**src/rtl/tug_referee_pkg.sv**
```systemverilog
// rtl/tug_referee_pkg.sv - shared types, defaults and helpers for the tug-of-war referee
package tug_pkg;

  typedef enum logic [1:0] {IDLE, PLAY, WIN, DONE} state_t;

  localparam int DEF_LIGHTS   = 9;
  localparam int DEF_SCORE_W  = 3;
  localparam int DEF_WIN_HOLD = 4;
  localparam int MAX_LIGHTS   = 64;

  // Callers truncate the result to their own LIGHTS width.
  function automatic logic [MAX_LIGHTS-1:0] centre_onehot(input int lights);
    logic [MAX_LIGHTS-1:0] v;
    v = '0;
    v[(lights-1)/2] = 1'b1;
    return v;
  endfunction

endpackage

```
**src/rtl/tug_referee_if.sv**
```systemverilog
// rtl/tug_referee_if.sv - player/referee signal bundle for the tug-of-war board
interface tug_referee_if #(
  parameter int LIGHTS  = 9,
  parameter int SCORE_W = 3
);
  logic               start;
  logic               pressL;
  logic               pressR;
  logic [LIGHTS-1:0]  lights;
  logic               winL;
  logic               winR;
  logic [SCORE_W-1:0] scoreL;
  logic [SCORE_W-1:0] scoreR;
  logic               playing;

  modport master (
    output start, pressL, pressR,
    input  lights, winL, winR, scoreL, scoreR, playing
  );

  modport slave (
    input  start, pressL, pressR,
    output lights, winL, winR, scoreL, scoreR, playing
  );
endinterface

```
**src/rtl/tug_referee_hold_timer.sv**
```systemverilog
// rtl/tug_referee_hold_timer.sv - loadable down-counter timing the winner display
module hold_timer #(
  parameter int W = 3
) (
  input  logic         Clock,
  input  logic         reset,
  input  logic         load,
  input  logic [W-1:0] value,
  output logic         expire
);

  logic [W-1:0] cnt;

  // Parks at zero once the display time has run out.
  always_ff @(posedge Clock) begin
    if (!reset) begin
      cnt <= '0;
    end else if (load) begin
      cnt <= value;
    end else if (cnt != '0) begin
      cnt <= cnt - 1'b1;
    end
  end

  assign expire = (cnt == W'(1));

endmodule

```
**src/rtl/tug_referee.sv**
```systemverilog
// rtl/tug_referee.sv - tug-of-war game FSM, rope position and scoring
// Optional TUG_TIE_ALTERNATE_EN: simultaneous presses are granted round-robin instead of cancelling.
module tug_referee
  import tug_pkg::*;
#(
  parameter int LIGHTS   = DEF_LIGHTS,
  parameter int SCORE_W  = DEF_SCORE_W,
  parameter int WIN_HOLD = DEF_WIN_HOLD
) (
  input logic          Clock,
  input logic          reset,
  tug_referee_if.slave bus
);

  localparam int                 HW        = $clog2(WIN_HOLD + 1);
  localparam logic [LIGHTS-1:0]  CENTRE    = LIGHTS'(centre_onehot(LIGHTS));
  localparam logic [SCORE_W-1:0] SCORE_MAX = '1;

  state_t             state;
  logic [LIGHTS-1:0]  lights_q;
  logic [SCORE_W-1:0] score_l_q, score_r_q;
  logic [SCORE_W-1:0] next_l, next_r;
  logic               win_l_q, win_r_q, playing_q;
  logic               move_l, move_r;
  logic               score_l, score_r;
  logic               accept_start;
  logic               expire;

  hold_timer #(.W(HW)) u_hold (
    .Clock  (Clock),
    .reset  (reset),
    .load   (score_l | score_r),
    .value  (HW'(WIN_HOLD)),
    .expire (expire)
  );

  assign accept_start = bus.start && (state == IDLE || state == DONE);

`ifdef TUG_TIE_ALTERNATE_EN
  logic tie;
  logic prio_r;

  assign tie = bus.pressL & bus.pressR;

  always_ff @(posedge Clock) begin
    if (!reset || accept_start) begin
      prio_r <= 1'b0;
    end else if (state == PLAY && tie) begin
      prio_r <= ~prio_r;
    end
  end

  always_comb begin
    move_l = bus.pressL & ~bus.pressR;
    move_r = bus.pressR & ~bus.pressL;
    if (tie) begin
      move_l = ~prio_r;
      move_r = prio_r;
    end
  end
`else
  always_comb begin
    move_l = bus.pressL & ~bus.pressR;
    move_r = bus.pressR & ~bus.pressL;
  end
`endif

  // A move into the edge the rope already sits on is a point, not a shift.
  assign score_l = (state == PLAY) && move_l && lights_q[LIGHTS-1];
  assign score_r = (state == PLAY) && move_r && lights_q[0];
  assign next_l  = score_l_q + 1'b1;
  assign next_r  = score_r_q + 1'b1;

  always_ff @(posedge Clock) begin
    if (!reset) begin
      state     <= IDLE;
      lights_q  <= CENTRE;
      score_l_q <= '0;
      score_r_q <= '0;
      win_l_q   <= 1'b0;
      win_r_q   <= 1'b0;
      playing_q <= 1'b0;
    end else begin
      case (state)
        IDLE, DONE: begin
          if (bus.start) begin
            state     <= PLAY;
            lights_q  <= CENTRE;
            score_l_q <= '0;
            score_r_q <= '0;
            win_l_q   <= 1'b0;
            win_r_q   <= 1'b0;
            playing_q <= 1'b1;
          end
        end
        PLAY: begin
          if (score_l) begin
            score_l_q <= next_l;
            win_l_q   <= 1'b1;
            playing_q <= 1'b0;
            state     <= (next_l == SCORE_MAX) ? DONE : WIN;
          end else if (score_r) begin
            score_r_q <= next_r;
            win_r_q   <= 1'b1;
            playing_q <= 1'b0;
            state     <= (next_r == SCORE_MAX) ? DONE : WIN;
          end else if (move_l) begin
            lights_q <= lights_q << 1;
          end else if (move_r) begin
            lights_q <= lights_q >> 1;
          end
        end
        WIN: begin
          if (expire) begin
            state     <= PLAY;
            lights_q  <= CENTRE;
            win_l_q   <= 1'b0;
            win_r_q   <= 1'b0;
            playing_q <= 1'b1;
          end
        end
        default: state <= IDLE;
      endcase
    end
  end

  assign bus.lights  = lights_q;
  assign bus.winL    = win_l_q;
  assign bus.winR    = win_r_q;
  assign bus.scoreL  = score_l_q;
  assign bus.scoreR  = score_r_q;
  assign bus.playing = playing_q;

endmodule

```
**src/flat_wrapper.sv**
```systemverilog
// flat-port wrapper written by rule: the top's interface ports become plain ports
module tug_referee_flat import tug_pkg::*;
#(
  parameter int LIGHTS   = DEF_LIGHTS,
  parameter int SCORE_W  = DEF_SCORE_W,
  parameter int WIN_HOLD = DEF_WIN_HOLD
)
  (Clock, reset, bus_start, bus_pressL, bus_pressR, bus_lights, bus_winL, bus_winR, bus_scoreL, bus_scoreR, bus_playing);
  tug_referee_if #(.LIGHTS(LIGHTS), .SCORE_W(SCORE_W)) bus_i ();
  input logic Clock;
  input logic reset;
  input wire logic [$bits(bus_i.start)-1:0] bus_start;
  input wire logic [$bits(bus_i.pressL)-1:0] bus_pressL;
  input wire logic [$bits(bus_i.pressR)-1:0] bus_pressR;
  output wire logic [$bits(bus_i.lights)-1:0] bus_lights;
  output wire logic [$bits(bus_i.winL)-1:0] bus_winL;
  output wire logic [$bits(bus_i.winR)-1:0] bus_winR;
  output wire logic [$bits(bus_i.scoreL)-1:0] bus_scoreL;
  output wire logic [$bits(bus_i.scoreR)-1:0] bus_scoreR;
  output wire logic [$bits(bus_i.playing)-1:0] bus_playing;
  assign bus_i.start = bus_start;
  assign bus_i.pressL = bus_pressL;
  assign bus_i.pressR = bus_pressR;
  assign bus_lights = bus_i.lights;
  assign bus_winL = bus_i.winL;
  assign bus_winR = bus_i.winR;
  assign bus_scoreL = bus_i.scoreL;
  assign bus_scoreR = bus_i.scoreR;
  assign bus_playing = bus_i.playing;
  tug_referee #(.LIGHTS(LIGHTS), .SCORE_W(SCORE_W), .WIN_HOLD(WIN_HOLD)) u_core (.Clock(Clock), .reset(reset), .bus(bus_i));
endmodule
```
**config.mk**
```make
export PLATFORM = sky130hd
export DESIGN_NAME = tug_referee_flat
export DESIGN_NICKNAME = d
export VERILOG_FILES = /design/src/rtl/tug_referee_pkg.sv /design/src/rtl/tug_referee_if.sv /design/src/rtl/tug_referee_hold_timer.sv /design/src/rtl/tug_referee.sv /design/src/flat_wrapper.sv
export SDC_FILE = /design/constraint.sdc
export NUM_CORES = 1
export LEC_CHECK = 0
export BUFFER_PORTS_ARGS = -buffer_cell sky130_fd_sc_hd__buf_2
export CAP_MARGIN = 20
export CORE_AREA = 2 2 56 58
export DETAILED_ROUTE_END_ITERATION = 16
export DIE_AREA = 0 0 58 60
export PLACE_DENSITY = 0.71
export SLEW_MARGIN = 15
export SYNTH_ARGS = -nofsm -noshare
export SYNTH_HDL_FRONTEND = slang
export SYNTH_HIERARCHICAL = 1
export SYNTH_SLANG_ARGS = --single-unit
```
**constraint.sdc**
```tcl
create_clock -name Clock -period 1.87 [get_ports Clock]
set_input_delay 0.187 -clock Clock [delete_from_list [all_inputs] [get_ports Clock]]
set_output_delay 0.187 -clock Clock [all_outputs]
set_load 0.01 [all_outputs]
```
After elaboration in Yosys (flattened, before gate mapping)
Cells that the tools add are included.

storage, ports and cells
  bits in registers = 23
  input bits = 5
  output and inout bits = 18
  logic and storage cells = 82

cells by class
  $add $sub $neg = 3
  equal/unequal tests = 14
  multiplexer cells = 34
  bitwise logic cells = 6
  reductions and logical operators = 16

operators with widths
  operator                                                             count
  9-bit 2-to-1 mux                                                     6
  9-bit one-hot mux with 3 select lines                                1
  3-bit 2-to-1 mux                                                     6
  3-bit one-hot mux with 2 select lines                                2
  1-bit 2-to-1 mux                                                     11
  1-bit one-hot mux with 3 select lines                                3
  3-bit AND reduction                                                  3
  2-bit 2-to-1 mux                                                     4
  4-bit AND reduction                                                  2
  3-bit by 1-bit adder with 3-bit output (second input constant)       2
  3-bit == test (second input constant)                                2
  2-bit by 1-bit != test with 1-bit output (second input constant)     3
  2-bit != test (second input constant)                                3
  3-bit by 1-bit != test with 1-bit output (second input constant)     2
  2-bit one-hot mux with 3 select lines                                1
  5-bit AND reduction                                                  1
  2-bit == test (second input constant)                                2
  1-bit logical AND                                                    4
  2-bit nonzero test                                                   2
  2-bit OR reduction                                                   2
  3-bit by 1-bit == test with 1-bit output (second input constant)     1
  1-bit inverter                                                       3
  3-bit nonzero test                                                   1
  3-bit by 1-bit subtractor with 3-bit output (second input constant)  1
  other kinds (4)                                                      5

Logic depth before layout (Yosys ltp)
Gate-level depths: netlist of run 1.

  word-level depth = 7
  gate-level depth with buffers = 9
  gate-level depth less buffers = 7

Modules after synthesis
Netlist of run 1, hierarchy kept.

by module, submodules not included
  module       times used  cells an instance  area an instance (µm²)  seq. area each (µm²)
  tug_referee  1           128                1111.1                  400.4
  hold_timer   1           23                 220.2                   60.1

Worst setup path after synthesis of run 1
Ideal clock, no wire load.

  kind = reg-to-reg
  start point = reg u_core.state[0]
  end point = reg u_core.lights_q[4] (netlist: u_core/bus.lights[4])
  setup time = 134 ps
  arrival time = 1779 ps
  required time = 1736 ps
  slack = -43 ps
  cell stages (with the launch flop) = 9
  buffers on the path = 2
  clock period less this slack = 1913 ps
  cell sequence = dfxtp_1 -> inv_1 -> ha_1 -> nor2b_1 -> buf_6 -> a2111o_1 -> buf_6 -> a2111oi_4 -> a31oi_1

on the way
  word-level cells in the longest chain between the ends = 5
  elaborated cells between the ends (all ways) = 16
  classes of those cells = eq/ne: 8; mux: 1; reduce/logical: 7

RTL lines
  element                                                   RTL line                                                 text
  from (decl)                                               tug_referee.sv:19                                        state_t state;
  from (signal assigned)                                    tug_referee.sv:101                                       state <= (next_l == SCORE_MAX) ? DONE : WIN;
  from (signal assigned)                                    tug_referee.sv:106                                       state <= (next_r == SCORE_MAX) ? DONE : WIN;
  2-bit by 1-bit == test with 1-bit output                  tug_referee.sv:69, tug_referee.sv:70, tug_referee.sv:84
  1-bit logical AND, on equally long branches (2 in a row)  tug_referee.sv:70, tug_referee.sv:69
  2-bit != test (no line)                                   n/a
  5-bit AND reduction (no line)                             n/a
  to (signal assigned)                                      tug_referee.sv:108                                       lights_q <= lights_q << 1;
  to (signal assigned)                                      tug_referee.sv:110                                       lights_q <= lights_q >> 1;
  to (decl)                                                 tug_referee.sv:20                                        logic [LIGHTS-1:0] lights_q;

Several ways; a longest one is shown, not always the timed one.
A chain may end at the register's enable or synchronous reset.

Final worst setup path of run 1
  start point = reg u_core.state[1]
  end point = reg u_core.lights_q[6] (netlist: u_core/bus.lights[6])

The elaborated chain is that of the path after synthesis.

==> results of run 1 <==
cell usage in the layout, fill, tap and decap left out, types with 9 or more instances in the layout:
cell type / Yosys / routed
dfxtp_1: 23 / 22
inv_1: 9 / 9
buf_2: 2 / 22
nand2_1: 12 / 11
nand3_1: 13 / 13
buf_4: 0 / 12
how the worst min path moves through the flow:
stage                       startpoint                    to  slack [ps]  depth (start not counted)
finish                           reset  u_core/u_hold/cnt[2]         150                          2
global route                     reset  u_core/u_hold/cnt[2]         140                          2
CTS                              reset  u_core/u_hold/cnt[2]         140                          2
detailed placement  u_core/bus.playing    u_core/bus.playing         460                          2
global placement    u_core/bus.playing    u_core/bus.playing         460                          2
floorplan                        reset  u_core/u_hold/cnt[2]         320                          1
kinds of logic after synthesis:
kind of cell	Yosys count	synth area share, %
multiplexers	8	6.11
other	2	0.564
AND/OR/NAND/NOR	56	22.9
flip-flops	23	34.6
adder cells (fa/ha/maj)	9	8.46
AO/OA/AOI/OAI	34	19.9
XOR/XNOR	2	1.32
buffers and inverters	17	6.11
stage by stage:
stage / hold WS [ps] / utilization [%] / TNS [ps] / total power [mW]
after CTS: 137 / 54.0 / 0 / 1.15
final: 148 / 54.3 / 0 / 1.13
after global routing: 144 / 54.3 / -8.53 / 1.20
after global placement: 459 / 53.1 / 0 / 0.893
after detailed placement: 462 / 53.1 / 0 / 0.922
after floorplan: 318 / - / 0 / 0.831
state kept, by name, indices dropped and copies added, names as in the netlist:
signal	cells
u_core/bus.lights	9
u_core/bus.playing	1
u_core/bus.scoreL	3
u_core/bus.scoreR	3
u_core/bus.winL	1
u_core/bus.winR	1
u_core/state	2
u_core/u_hold/cnt	3
routing by layer:
| layer | vias up | routed length [um] | track usage [%] |
|---|---|---|---|
| li1 | 607 | - | - |
| met1 | 534 | 1310 | 22.4 |
| met2 | 28 | 1410 | 29.9 |
| met3 | 4 | 105 | 1.95 |
| met4 | 0 | 38 | 7.64 |
| met5 | - | 0 | 0 |
where the power goes:
part           internal [mW]  total, mW  switching, mW
clock                 0.0832      0.227          0.144
sequential             0.529      0.565         0.0362
combinational          0.168      0.341          0.174
total                  0.780       1.13          0.354
cell type report:
type                            instances  area share [%]
Timing Repair Buffer                   34            12.7
Tap cell                               33            2.62
Multi-Input combinational cell        112            51.4
Inverter                                9            2.14
Sequential cell                        23            29.4
Clock buffer                            4            1.67
==> out/results.tsv, run 1 <==
stage	metric	value	unit
outcome	status	completed	
layout	FF/Latch Area	464	um2
setup_path	critical-path cell list	inv_1 -> ha_2 -> and3_1 -> a2111o_1 -> buf_4 -> o31ai_1	
routing	number of detailed-routing iterations run before antenna repair	4	
setup_path	Worst EP required	2100	ps
die	I/O pins	23	
yosys	Synth top area share	34.6	%
hold_path	Worst Hold Class	input pin to flip-flop	
setup_path	CP Launch Point	u_core/state[1]	
sta	Final WS setup	95.7	ps
routing	DRT antenna net count	0	
layout	layout cell share with drive strength beyond 1	25.3	%
yosys	#FFs+latches synth	23	
clock_network	CTS Buf Count	3	
sta	Setup violations, final	0	
routing	vias per cell	5.46	
routing	DR vias	1173	
pwr	VDD IR max	0.416	mV
clock_network	CTS tree	built	
die	Die X	58	um
setup_path	Worst R2R Path Depth	6	
setup_path	Critical Path End Type	flip-flop	
job	max_cap viols	0	
yosys	commonest cells in the synthesized netlist	dfxtp_1 (23), nand3_1 (13), nand2_1 (12)	
yosys	YS warnings	6	
clock_network	CTS max path bufs	2	
clock_network	H-tree depth	1	
routing	initial DRC count	29	
clock_network	CTS root buffer	clkbuf_4	
layout	# diodes	0	
pwr	LEAKAGE	0.676	nW
grt	Total Routing Usage GR	17.5	%
setup_path	worst path bufs/invs	2	
layout	layout net count	197	
yosys	Yosys cell types	46	
layout	Layout fillers	269	
clock_network	Clock Sinks	23	
die	Chip Height	60	um
place	placed instance area	1540	um2
place	Setup Slack @ Placement	71.7	ps
grt	largest net degree at the start of global routing	24	
place	port bufs	22	
die	cell row count	20	
sta	Setup Skew	4.32	ps
place	DP HPWL	2200	um
clock_network	Post-CTS Setup Bufs	0	
setup_path	arrival time worst endpoint	2000	ps
clock_network	Skew-Pair Late Insertion Delay	310	ps
yosys	Yosys top cell by area	dfxtp_1	
layout	Finished Layout Cells	215	
sta	fin crit period	1770	ps
place	Placed Cells	211	
sta	f_max	564	MHz
yosys	Post-synth ARST share	0	%
die	DIE AREA	3480	um2
clock_network	CTS Hold Bufs	0	
die	Core ar.	2900	um2
yosys	Synth Instances	151	
sta	Slew Limit Fails	0	
sta	crit share post-route	94.9	%
setup_path	Max stage delay on crit path	450	ps
setup_path	Worst Setup EP	u_core/bus.lights[6]	
layout	design area	1580	um2
yosys	Avg Cell Area, Syn	8.82	um2
grt	initial antenna violation count	0	
setup_path	critical-path maximum fanout	11	
sta	count of final hold-check violations	0	
die	Starting Density	45.9	%
setup_path	Max stage delay cell, worst path	a2111o_1	
clock_network	CTS clk-pin slew, worst paths	120	ps
setup_path	r2r startpoint	u_core/state[1]	
yosys	top cells by area, synth	dfxtp_1 (35%), ha_1 (8.5%), mux2i_1 (5.3%)	
pwr	Pwr Density	719	nW/um2
yosys	mapped cell area	1330	um2
yosys	post-synthesis sequential area ratio	34.6	%
yosys	main flop type after synthesis	dfxtp_1	
yosys	most common cell in the netlist	dfxtp_1	
yosys	EDFF count, synth	0	
clock_network	PostCTS Resize Cnt	0	
layout	Layout area overhead	18.4	%
setup_path	Reg-to-Reg End	u_core/bus.lights[6]	
grt	global route overflow	0	
setup_path	Reg2Reg Setup Slack	100	ps
place	Placer Congestion	0.814	
routing	Post-Route WL	2870	um
setup_path	Worst setup SP type	flip-flop	
routing	DR DRC count	0	
grt	first-pass GRT wire length	4770	um
grt	vias in the first global route	1103	
setup_path	Crit path depth	6	
layout	Multi-input gate area	811	um2
setup_path	Setup CP Type	flip-flop to flip-flop	
setup_path	CP delay by family, top	compound AO/OA/AOI/OAI gates	
routing	post-DR wirelength/cell	13.3	um
Power figures use the tool's default switching activity.
==> run 2: changes to the inputs <==
--- a/config.mk
+++ b/config.mk
@@ -7,10 +7,10 @@
 export LEC_CHECK = 0
 export BUFFER_PORTS_ARGS = -buffer_cell sky130_fd_sc_hd__buf_2
 export CAP_MARGIN = 20
-export CORE_AREA = 2 2 56 58
+export CORE_AREA = 2 2 58 60
 export DETAILED_ROUTE_END_ITERATION = 16
-export DIE_AREA = 0 0 58 60
-export PLACE_DENSITY = 0.71
+export DIE_AREA = 0 0 60 62
+export PLACE_DENSITY = 0.67
 export SLEW_MARGIN = 15
 export SYNTH_ARGS = -nofsm -noshare
 export SYNTH_HDL_FRONTEND = slang
==> constraint.sdc (replaced) <==
create_clock -name Clock -period 1.87 [get_ports Clock]
set_input_delay 0.374 -clock Clock [delete_from_list [all_inputs] [get_ports Clock]]
set_output_delay 0.374 -clock Clock [all_outputs]
set_load 0.01 [all_outputs]
==> out/results.tsv, run 2 (synthesis gave the netlist of run 1 again) <==
stage	metric	value	unit	change
sta	Slew Limit Fails	0		unchanged
clock_network	Skew-Pair Late Insertion Delay	320	ps	was 310 ps
routing	post-DR wirelength/cell	13.6	um	was 13.3 um
sta	Setup violations, final	0		unchanged
sta	f_max	562	MHz	was 564 MHz
setup_path	Worst EP required	2100	ps	about the same
die	Core ar.	3180	um2	was 2900 um2
setup_path	Reg2Reg Setup Slack	90	ps	was 100 ps
place	Setup Slack @ Placement	-132	ps	was 71.7 ps
die	Starting Density	41.9	%	was 45.9%
clock_network	CTS clk-pin slew, worst paths	130	ps	was 120 ps
die	DIE AREA	3720	um2	was 3480 um2
hold_path	Worst Hold Class	input pin to flip-flop		unchanged
routing	Post-Route WL	3050	um	was 2870 um
place	DP HPWL	2260	um	was 2200 um
grt	grt met3 use	5.18	%	was 1.95%
layout	# diodes	0		unchanged
clock_network	H-tree depth	1		unchanged
layout	Final Util	50.2	%	was 54.3%
die	I/O pins	23		unchanged
grt	met2 Resource Use GR	28.4	%	was 29.9%
sta	RSZ-0062 raised after global routing	no		
job	max_cap viols	0		unchanged
layout	layout cell share with drive strength beyond 1	26.8	%	was 25.3%
grt	GR met1 Demand/Resource	22.0	%	was 22.4%
pwr	LEAKAGE	0.673	nW	was 0.676 nW
clock_network	CTS root buffer	clkbuf_4		unchanged
sta	fin crit period	1780	ps	was 1770 ps
die	Chip Height	62	um	was 60 um
setup_path	Worst setup SP type	flip-flop		unchanged
routing	initial DRC count	78		was 29
setup_path	r2r startpoint	u_core/state[1]		unchanged
routing	DR DRC count	0		unchanged
sta	Final WS setup	90.6	ps	was 95.7 ps
grt	first-pass GRT wire length	4820	um	was 4770 um
grt	initial antenna violation count	0		unchanged
hold_path	Hold Startpoint	bus_start		was reset
grt	GR peak layer	met2		unchanged
routing	vias per cell	5.34		was 5.46
clock_network	CTS Buf Count	3		unchanged
hold_path	Hold Path Sink	u_core/bus.scoreL[1]		was u_core/u_hold/cnt[2]
clock_network	CTS Hold Bufs	0		unchanged
pwr	Pwr Density	725	nW/um2	was 719 nW/um2
sta	count of final hold-check violations	0		unchanged
sta	Setup Skew	5.94	ps	was 4.32 ps
routing	number of detailed-routing iterations run before antenna repair	4		unchanged
place	Placer Congestion	0.771		was 0.814
layout	most frequent cells in the layout	buf_2 (22), dfxtp_1 (22), nand3_1 (13), nand2_1 (11), inv_1 (9)		was buf_2 (22), dfxtp_1 (22), nand3_1 (13), buf_4 (12), nand2_1 (11)
hold_path	worst hold stages	3		was 2
setup_path	critical-path maximum fanout	17		was 11
die	Die X	60	um	was 58 um
clock_network	CTS max path bufs	2		unchanged
setup_path	Worst R2R Path Depth	6		unchanged
layout	layout net count	194		was 197
grt	vias in the first global route	1081		was 1,103
setup_path	Critical Path End Type	flip-flop		unchanged
clock_network	CTS tree	built		unchanged
layout	max FFs per register	9		unchanged
sta	crit share post-route	95.2	%	was 94.9%
pwr	VDD IR max	0.374	mV	was 0.416 mV
setup_path	Reg-to-Reg End	u_core/bus.lights[2]		was u_core/bus.lights[6]
setup_path	Setup CP Type	flip-flop to flip-flop		unchanged
grt	largest net degree at the start of global routing	26		was 24
routing	DRT antenna net count	0		unchanged
place	port bufs	22		unchanged
clock_network	Clock Sinks	23		unchanged
grt	Total Routing Usage GR	17.6	%	was 17.5%
setup_path	arrival time worst endpoint	2010	ps	was 2000 ps
routing	DR vias	1202		was 1,173
die	cell row count	21		was 20
outcome	status	completed		unchanged
grt	global route overflow	0		unchanged
layout	Layout area overhead	19.8	%	was 18.4%
==> run 2: cell count changes in the layout (fill, tap and decap cells not counted) <==
cell       before  now
buf_4          12    8
clkbuf_1        1    0
a2111oi_2       0    1
a2111oi_1       2    1
clkinv_2        0    1
buf_6           0    1
o31ai_1         7    4
o31ai_2         0    3
==> run 2: worst max-delay path by stage <==
| stage | startpoint | endpoint | cells after the start |
|---|---|---|---|
| after CTS | u_core/u_hold/cnt[1] | u_core/bus.lights[2] | 7 |
| after floorplan | bus_pressL | u_core/bus.lights[4] | 7 |
| final | u_core/state[1] | u_core/bus.lights[2] | 6 |
| after detailed placement | bus_pressL | u_core/bus.lights[2] | 7 |
| after global routing | u_core/state[0] | u_core/bus.lights[5] | 6 |
| after global placement | bus_pressL | u_core/bus.lights[1] | 7 |
==> run 2: report_power, final <==
part	internal (mW)	total, mW	switching (mW)
clock network	0.0800	0.237	0.157
registers	0.529	0.567	0.0378
logic	0.165	0.352	0.187
==> run 2: critical path, cell delays in order, from the launching register on <==
cell,delay (ps)
dfxtp_4,400
inv_1,50
ha_2,200
and3_1,170
a2111o_1,450
buf_6,180
o31ai_2,240
==> run 2: metrics by stage <==
step                instance area (um2)  TNS, ps  power (mW)  std cells  hold slack [ps]
floorplan                          1350        0       0.831        152              480
finish                             1600        0        1.16        225              444
global route                       1600        0        1.24        225              431
global placement                   1540     -225       0.882        221              456
detailed placement                 1540     -522       0.907        221              460
CTS                                1560        0        1.15        225              428
==> run 2: area by class of cell <==
cell class | count | area (um2)
fillers | 305 | 1580
clock inverters | 1 | 5.00
inverters | 9 | 33.8
multi-input cells | 112 | 831
repair buffers | 31 | 181
well taps | 46 | 57.6
clock buffers | 3 | 22.5
flip-flops and latches | 23 | 464
==> run 2: what timing repair did <==
| action | in CTS | in global routing |
|---|---|---|
| pin swaps | 0 | 1 |
| gates resized for setup | 1 | 8 |
| endpoints found under the setup margin | 1 | 7 |
| buffers inserted | 0 | 0 |
==> run 2: layer usage <==
layer | vias to the layer above | share of wire [%]
li1 | 605 | -
met1 | 570 | 46
met2 | 25 | 50
met3 | 2 | 3.3
met4 | 0 | 0.72
met5 | - | 0
